## src/rtl/rotate_pkg.sv

```systemverilog
// Shared constants, FSM state type and rho offset table for the rotate sequencer.
package rotate_pkg;

  localparam int unsigned LANES      = 25;
  localparam int unsigned LANE_IDX_W = 5;
  localparam int unsigned W_DEFAULT  = 64;
  localparam int unsigned WB_DEFAULT = 6;
  localparam int unsigned RHO_W      = 6;

  typedef enum logic [1:0] {
    IDLE  = 2'd0,
    RUN   = 2'd1,
    FLUSH = 2'd2,
    DONE  = 2'd3
  } rot_state_e;

  // Rotation offsets indexed by lane = x + 5*y
  localparam logic [RHO_W-1:0] RHO [LANES] = '{
    6'd0,  6'd1,  6'd62, 6'd28, 6'd27,
    6'd36, 6'd44, 6'd6,  6'd55, 6'd20,
    6'd3,  6'd10, 6'd43, 6'd25, 6'd39,
    6'd41, 6'd45, 6'd15, 6'd21, 6'd8,
    6'd18, 6'd2,  6'd61, 6'd56, 6'd14
  };

  // Safe table lookup; lane codes beyond the last lane read as zero
  function automatic logic [RHO_W-1:0] rho_of(input logic [LANE_IDX_W-1:0] lane);
    logic [RHO_W-1:0] r;
    r = '0;
    if (lane < LANE_IDX_W'(LANES)) r = RHO[lane];
    return r;
  endfunction

endpackage

```

## src/rtl/rotate_addr_gen.sv

```systemverilog
// Slice-major lane/bit counters and source-bit address for the rotate pass.
module rotate_addr_gen
  import rotate_pkg::*;
#(
  parameter int unsigned W  = W_DEFAULT,
  parameter int unsigned WB = WB_DEFAULT
) (
  input  logic                  clk,
  input  logic                  rst,
  input  logic                  clear_i,
  input  logic                  step_i,
  output logic [LANE_IDX_W-1:0] c25_o,
  output logic [WB-1:0]         c64_o,
  output logic [WB-1:0]         rd_bit_o,
  output logic                  last_c_o
);

  localparam logic [LANE_IDX_W-1:0] LANE_LAST = LANE_IDX_W'(LANES - 1);
  localparam logic [WB-1:0]         BIT_LAST  = WB'(W - 1);

  logic [LANE_IDX_W-1:0] c25_q, c25_d;
  logic [WB-1:0]         c64_q, c64_d;
  logic [WB-1:0]         rd_bit_q, rd_bit_d;

  // Next counter values; source bit is precomputed from them so it leaves a flop
  always_comb begin
    c25_d = c25_q;
    c64_d = c64_q;
    if (clear_i) begin
      c25_d = '0;
      c64_d = '0;
    end else if (step_i) begin
      if (c25_q == LANE_LAST) begin
        c25_d = '0;
        c64_d = c64_q + WB'(1);
      end else begin
        c25_d = c25_q + LANE_IDX_W'(1);
      end
    end
    // Wraps in WB bits, which is the mod-W reduction for W = 2**WB
    rd_bit_d = c64_d - WB'(rho_of(c25_d));
  end

  // Counter and address registers
  always_ff @(posedge clk) begin
    if (rst) begin
      c25_q    <= '0;
      c64_q    <= '0;
      rd_bit_q <= '0;
    end else begin
      c25_q    <= c25_d;
      c64_q    <= c64_d;
      rd_bit_q <= rd_bit_d;
    end
  end

  assign c25_o    = c25_q;
  assign c64_o    = c64_q;
  assign rd_bit_o = rd_bit_q;
  assign last_c_o = step_i & (c25_q == LANE_LAST) & (c64_q == BIT_LAST);

endmodule

```

## src/rtl/rotate_controller.sv

```systemverilog
// Rotate (rho) pass sequencer: read one source bit per cycle, write it one cycle later.
// Optional build macro ROTATE_CTRL_STALL_EN adds a stall input that freezes the read side.
module rotate_controller
  import rotate_pkg::*;
#(
  parameter int unsigned W  = W_DEFAULT,
  parameter int unsigned WB = WB_DEFAULT
) (
  input  logic                  clk,
  input  logic                  rst,
  input  logic                  start,
`ifdef ROTATE_CTRL_STALL_EN
  input  logic                  stall,
`endif
  output logic                  busy,
  output logic                  done,
  output logic                  rd_en,
  output logic [LANE_IDX_W-1:0] rd_lane,
  output logic [WB-1:0]         rd_bit,
  input  logic                  rd_data,
  output logic                  en,
  output logic [LANE_IDX_W-1:0] wr_lane,
  output logic [WB-1:0]         wr_bit,
  output logic                  pin,
  output logic                  co_c25,
  output logic                  co_c64
);

  localparam logic [LANE_IDX_W-1:0] LANE_LAST = LANE_IDX_W'(LANES - 1);
  localparam logic [WB-1:0]         BIT_LAST  = WB'(W - 1);

  rot_state_e            state_q;
  logic                  run_q;
  logic                  busy_q;
  logic                  done_q;
  logic                  en_q;
  logic [LANE_IDX_W-1:0] wr_lane_q;
  logic [WB-1:0]         wr_bit_q;
  logic                  co_c25_q;
  logic                  co_c64_q;

  logic                  stall_w;
  logic                  step;
  logic                  clear;
  logic                  last_c;
  logic [LANE_IDX_W-1:0] c25;
  logic [WB-1:0]         c64;

`ifdef ROTATE_CTRL_STALL_EN
  assign stall_w = stall;
`else
  assign stall_w = 1'b0;
`endif

  assign step  = run_q & ~stall_w;
  assign clear = (state_q == IDLE) & start;

  rotate_addr_gen #(
    .W  (W),
    .WB (WB)
  ) u_addr_gen (
    .clk      (clk),
    .rst      (rst),
    .clear_i  (clear),
    .step_i   (step),
    .c25_o    (c25),
    .c64_o    (c64),
    .rd_bit_o (rd_bit),
    .last_c_o (last_c)
  );

  // Pass sequencing: IDLE -> RUN (1600 reads) -> FLUSH (last write) -> DONE (pulse)
  always_ff @(posedge clk) begin
    if (rst) begin
      state_q <= IDLE;
      run_q   <= 1'b0;
      busy_q  <= 1'b0;
      done_q  <= 1'b0;
    end else begin
      done_q <= 1'b0;
      case (state_q)
        IDLE: begin
          if (start) begin
            state_q <= RUN;
            run_q   <= 1'b1;
            busy_q  <= 1'b1;
          end
        end
        RUN: begin
          if (last_c) begin
            state_q <= FLUSH;
            run_q   <= 1'b0;
          end
        end
        FLUSH: begin
          state_q <= DONE;
          done_q  <= 1'b1;
        end
        DONE: begin
          state_q <= IDLE;
          busy_q  <= 1'b0;
        end
        default: begin
          state_q <= IDLE;
          run_q   <= 1'b0;
          busy_q  <= 1'b0;
        end
      endcase
    end
  end

  // Write stage: read strobe and destination address delayed to match memory latency
  always_ff @(posedge clk) begin
    if (rst) begin
      en_q      <= 1'b0;
      wr_lane_q <= '0;
      wr_bit_q  <= '0;
      co_c25_q  <= 1'b0;
      co_c64_q  <= 1'b0;
    end else begin
      en_q      <= step;
      wr_lane_q <= c25;
      wr_bit_q  <= c64;
      co_c25_q  <= step & (c25 == LANE_LAST);
      co_c64_q  <= step & (c64 == BIT_LAST);
    end
  end

  assign busy    = busy_q;
  assign done    = done_q;
  assign rd_en   = step;
  assign rd_lane = c25;
  assign en      = en_q;
  assign wr_lane = wr_lane_q;
  assign wr_bit  = wr_bit_q;
  assign co_c25  = co_c25_q;
  assign co_c64  = co_c64_q;
  // Read data passes straight through; gated so it is quiet outside write cycles
  assign pin     = rd_data & en_q;

endmodule

```

## config.mk

```make
export PLATFORM = sky130hd
export DESIGN_NAME = rotate_controller
export DESIGN_NICKNAME = d
export VERILOG_FILES = /design/src/rtl/rotate_pkg.sv /design/src/rtl/rotate_addr_gen.sv /design/src/rtl/rotate_controller.sv
export SDC_FILE = /design/constraint.sdc
export NUM_CORES = 1
export LEC_CHECK = 0
export CORE_UTILIZATION = 43
export CTS_CLUSTER_DIAMETER = 40
export CTS_CLUSTER_SIZE = 30
export DETAILED_ROUTE_END_ITERATION = 10
export HOLD_SLACK_MARGIN = 0.05
export PLACE_DENSITY_LB_ADDON = 0.1
export SETUP_SLACK_MARGIN = 0.3
export SLEW_MARGIN = 10
export SYNTH_ARGS = -nofsm -noshare
export SYNTH_HDL_FRONTEND = slang
export SYNTH_SLANG_ARGS = --single-unit
```

## constraint.sdc

```tcl
create_clock -name clk -period 7.6 [get_ports clk]
set_clock_uncertainty 0.15 [all_clocks]
set_input_delay 0.76 -clock clk [delete_from_list [all_inputs] [get_ports clk]]
set_output_delay 0.76 -clock clk [all_outputs]
set_load 0.03 [all_outputs]
```

==> impl_metrics.json <==
{
  "n_antenna_cell": 0,
  "peakVddDrop_v": 0.000111,
  "wl_per_cell_um": 12.9,
  "synth_warnings": 0,
  "finish.utilization_pct": 54.0,
  "synth-seq-cells": 36,
  "cpMostUsedCell": "ha_1",
  "initial_core_util_pct": 44.4,
  "fmax_ghz": 0.216,
  "h-tree-depth": 2,
  "final_max_slew_viol_count": 0,
  "first_pass_iters": 4,
  "coreArea_sq_um": 4720,
  "max_slew_margin_pct": 57.8,
  "grt_usage_pct": 17.6,
  "synthCells": 229,
  "critPathCaptureType": "flop",
  "setup-tns-final_ps": 0,
  "synthArstFlopShare_pct": 0,
  "synth_cell_types": 54,
  "synth-edff-count": 0,
  "design.die.area_sq_um": 5160,
  "route.detailed.drc": 0,
  "overflow": 0,
  "port_buffers": 32,
  "drtIter0Drc": 78,
  "synthFlopType": "dfxtp_1",
  "powerDensity_nw_per_um2": 292,
  "period_share_pct": 60.8,
  "postCtsSetupRepairBufs": 0,
  "yosys-mux-area-fraction_pct": 3.64,
  "crit_path_max_fanout": 12,
  "gp_congestion": 0.909,
  "fp-row-count": 25,
  "syn_nets": 252,
  "hold_violations": 0,
  "fill_cells": 452,
  "cts_hold_buffers": 0,
  "ant_nets": 0,
  "antenna_found_initial": 0,
  "cp_slowest_cell": "a21oi_2",
  "totalWireLength_um": 4210,
  "die_x_um": 71.9,
  "cts_sinks": 36,
  "rsz0062_at_grt": "no",
  "grt_max_degree": 37,
  "synth_area_sq_um": 2100,
  "dpl.hpwl_um": 3070,
  "synth_compound_area_share_pct": 15.0,
  "grt_pass1_wl_um": 7040,
  "synth_fa_ha_area_share_pct": 11.7,
  "leakage_uw": 0.000995,
  "postSynthAreaPerCell_sq_um": 9.16,
  "ys_seq_area_share_pct": 34.3,
  "synth_xor_area_share_pct": 6.68,
  "drv_cap": 0,
  "vias": 1647,
  "cts_root_buffer": "clkbuf_8",
  "grt_pass1_vias": 1527,
  "min_path_type": "reg -> reg",
  "status": "finished clean",
  "area_growth_pct": 21.5,
  "synth-simple-area-share_pct": 23.5,
  "cp.required_ps": 7670,
  "cts_tree": "done",
  "post-route-min-period_ps": 4620,
  "setup_viol": 0,
  "arrival_ps": 4690,
  "startpoint_type": "input pin",
  "ioPinCount": 33,
  "die_y_um": 71.9,
  "crit_path_max_incr_delay_ps": 510,
  "path_class": "in -> reg",
  "cts_resized": 0,
  "clk_latency_ps": 290,
  "finalNetCount": 282,
  "drive_gt1_share_pct": 10.4,
  "viasPerCell": 5.04,
  "clkTransAtPathRegs_ps": 70,
  "worst_slew_pin_slew_ps": 631,
  "synth_top_family_by_area": "simple AND/OR/NAND/NOR gates",
  "worstPathCellList": "clkdlybuf4s50_1 -> and2_1 -> a21oi_2 -> nand2_1 -> ha_1 -> a21oi_4 -> a211oi_2 -> a311o_1 -> nand3_1 -> ha_1 -> nor2b_1 -> o31a_1 -> o21ai_0 -> o211ai_1 -> a21o_1 -> mux2i_1",
  "numCtsBuffers": 5,
  "cts_buffer_depth": 2
}
==> cell usage in the layout (no fill, tap or decap), drive strengths merged, types with 2 or more instances in the layout <==
master         Yosys  routed
a211o              3       3
a211oi             4       4
a21o               2       2
a21oi             13      13
a31oi              2       2
and2               3       3
clkbuf             5       5
clkdlybuf4s50      0      32
dfxtp             36      36
ha                18      18
inv                9       9
mux2               2       2
mux2i              5       5
nand2             18      18
nand2b             3       3
nand3              8       8
nand3b             2       2
nand4              2       2
nor2              27      27
nor2b             14      14
nor3               6       6
nor4               2       2
o21ai              8       8
o221ai             3       3
o31a               2       2
or2                2       2
xnor2              6       6
xor2               7       7
==> flip-flops by register name, indices dropped and copies added, names as in the netlist <==
signal               flops
u_addr_gen.c64_o         6
u_addr_gen.rd_bit_o      6
wr_bit                   6
u_addr_gen.c25_o         5
wr_lane                  5
state_q                  2
busy                     1
co_c25                   1
co_c64                   1
done                     1
en                       1
rd_en                    1
==> logic make-up (layout without fill, tap and decap cells) <==
family | after synthesis | count (layout)
simple gates | 90 | 90
compound gates | 45 | 45
flops | 36 | 36
fa+ha+maj | 19 | 19
buf+inv | 19 | 50
xor+xnor | 13 | 13
mux | 7 | 7
==> worst paths after layout <==
path / startpoint / endpoint / slack [ps] / cells after the start
max: start / u_addr_gen.rd_bit_o[5] / 2980 / 16
max reg2reg: u_addr_gen.c25_o[0] / u_addr_gen.rd_bit_o[5] / 3180 / 17
min: busy / busy / 340 / 2
min reg2reg: busy / busy / 340 / 2
==> critical path: cells and delay by family <==
family / cells / cell delay, ps
AOI/OAI and AO/OA: 8 / 1950
adders and majority gates: 2 / 570
buffers and inverters: 1 / 470
muxes: 1 / 110
and+or+nand+nor: 4 / 830
==> final cells by class <==
class	count	area [sq um]	share of cell area (%)
Timing Repair Buffer	33	328	12.9
Inverter	9	36.3	1.42
Clock inverter	3	42.5	1.67
Tap cell	67	83.8	3.29
Sequential cell	36	721	28.3
Clock buffer	5	68.8	2.70
Multi-Input combinational cell	174	1270	49.8
==> cell usage after synthesis, types with 4 or more instances <==
| master | instances | share of area, % |
|---|---|---|
| nor3_1 | 6 | 1.4 |
| nand2_1 | 16 | 2.9 |
| nor2_1 | 27 | 4.8 |
| buf_6 | 4 | 2.1 |
| o21ai_0 | 7 | 1.7 |
| mux2i_1 | 5 | 2.4 |
| nor2b_1 | 14 | 4.2 |
| clkbuf_1 | 5 | 0.89 |
| xnor2_1 | 5 | 2.1 |
| inv_1 | 8 | 1.4 |
| ha_1 | 18 | 11 |
| dfxtp_1 | 36 | 34 |
| a21oi_1 | 11 | 2.6 |
| nand3_1 | 8 | 1.9 |
| xor2_1 | 6 | 2.5 |
==> report_power, final <==
| part | internal, uW | switching, uW |
|---|---|---|
| Combinational | 139 | 198 |
| Sequential | 216 | 23.4 |
| Clock | 97.0 | 70.2 |
==> metrics by stage <==
step	setup slack [ps]	hold WS [ps]	power, uW	cell area, sq um	cells
final	2980	340	744	2550	327
after global routing	2600	373	802	2550	327
after CTS	2980	343	749	2550	327
after detailed placement	2690	331	580	2440	319
after global placement	2790	318	580	2440	319
after floorplan	3710	319	499	2100	229
==> layer usage <==
metal | track usage [%] | share of wire, % | up-vias
li1 | - | - | 853
met1 | 22.1 | 49 | 752
met2 | 28.9 | 46 | 35
met3 | 4.22 | 2.7 | 7
met4 | 7.19 | 2.1 | 0
met5 | 0 | 0 | -
(Power assumes the default switching activity.)
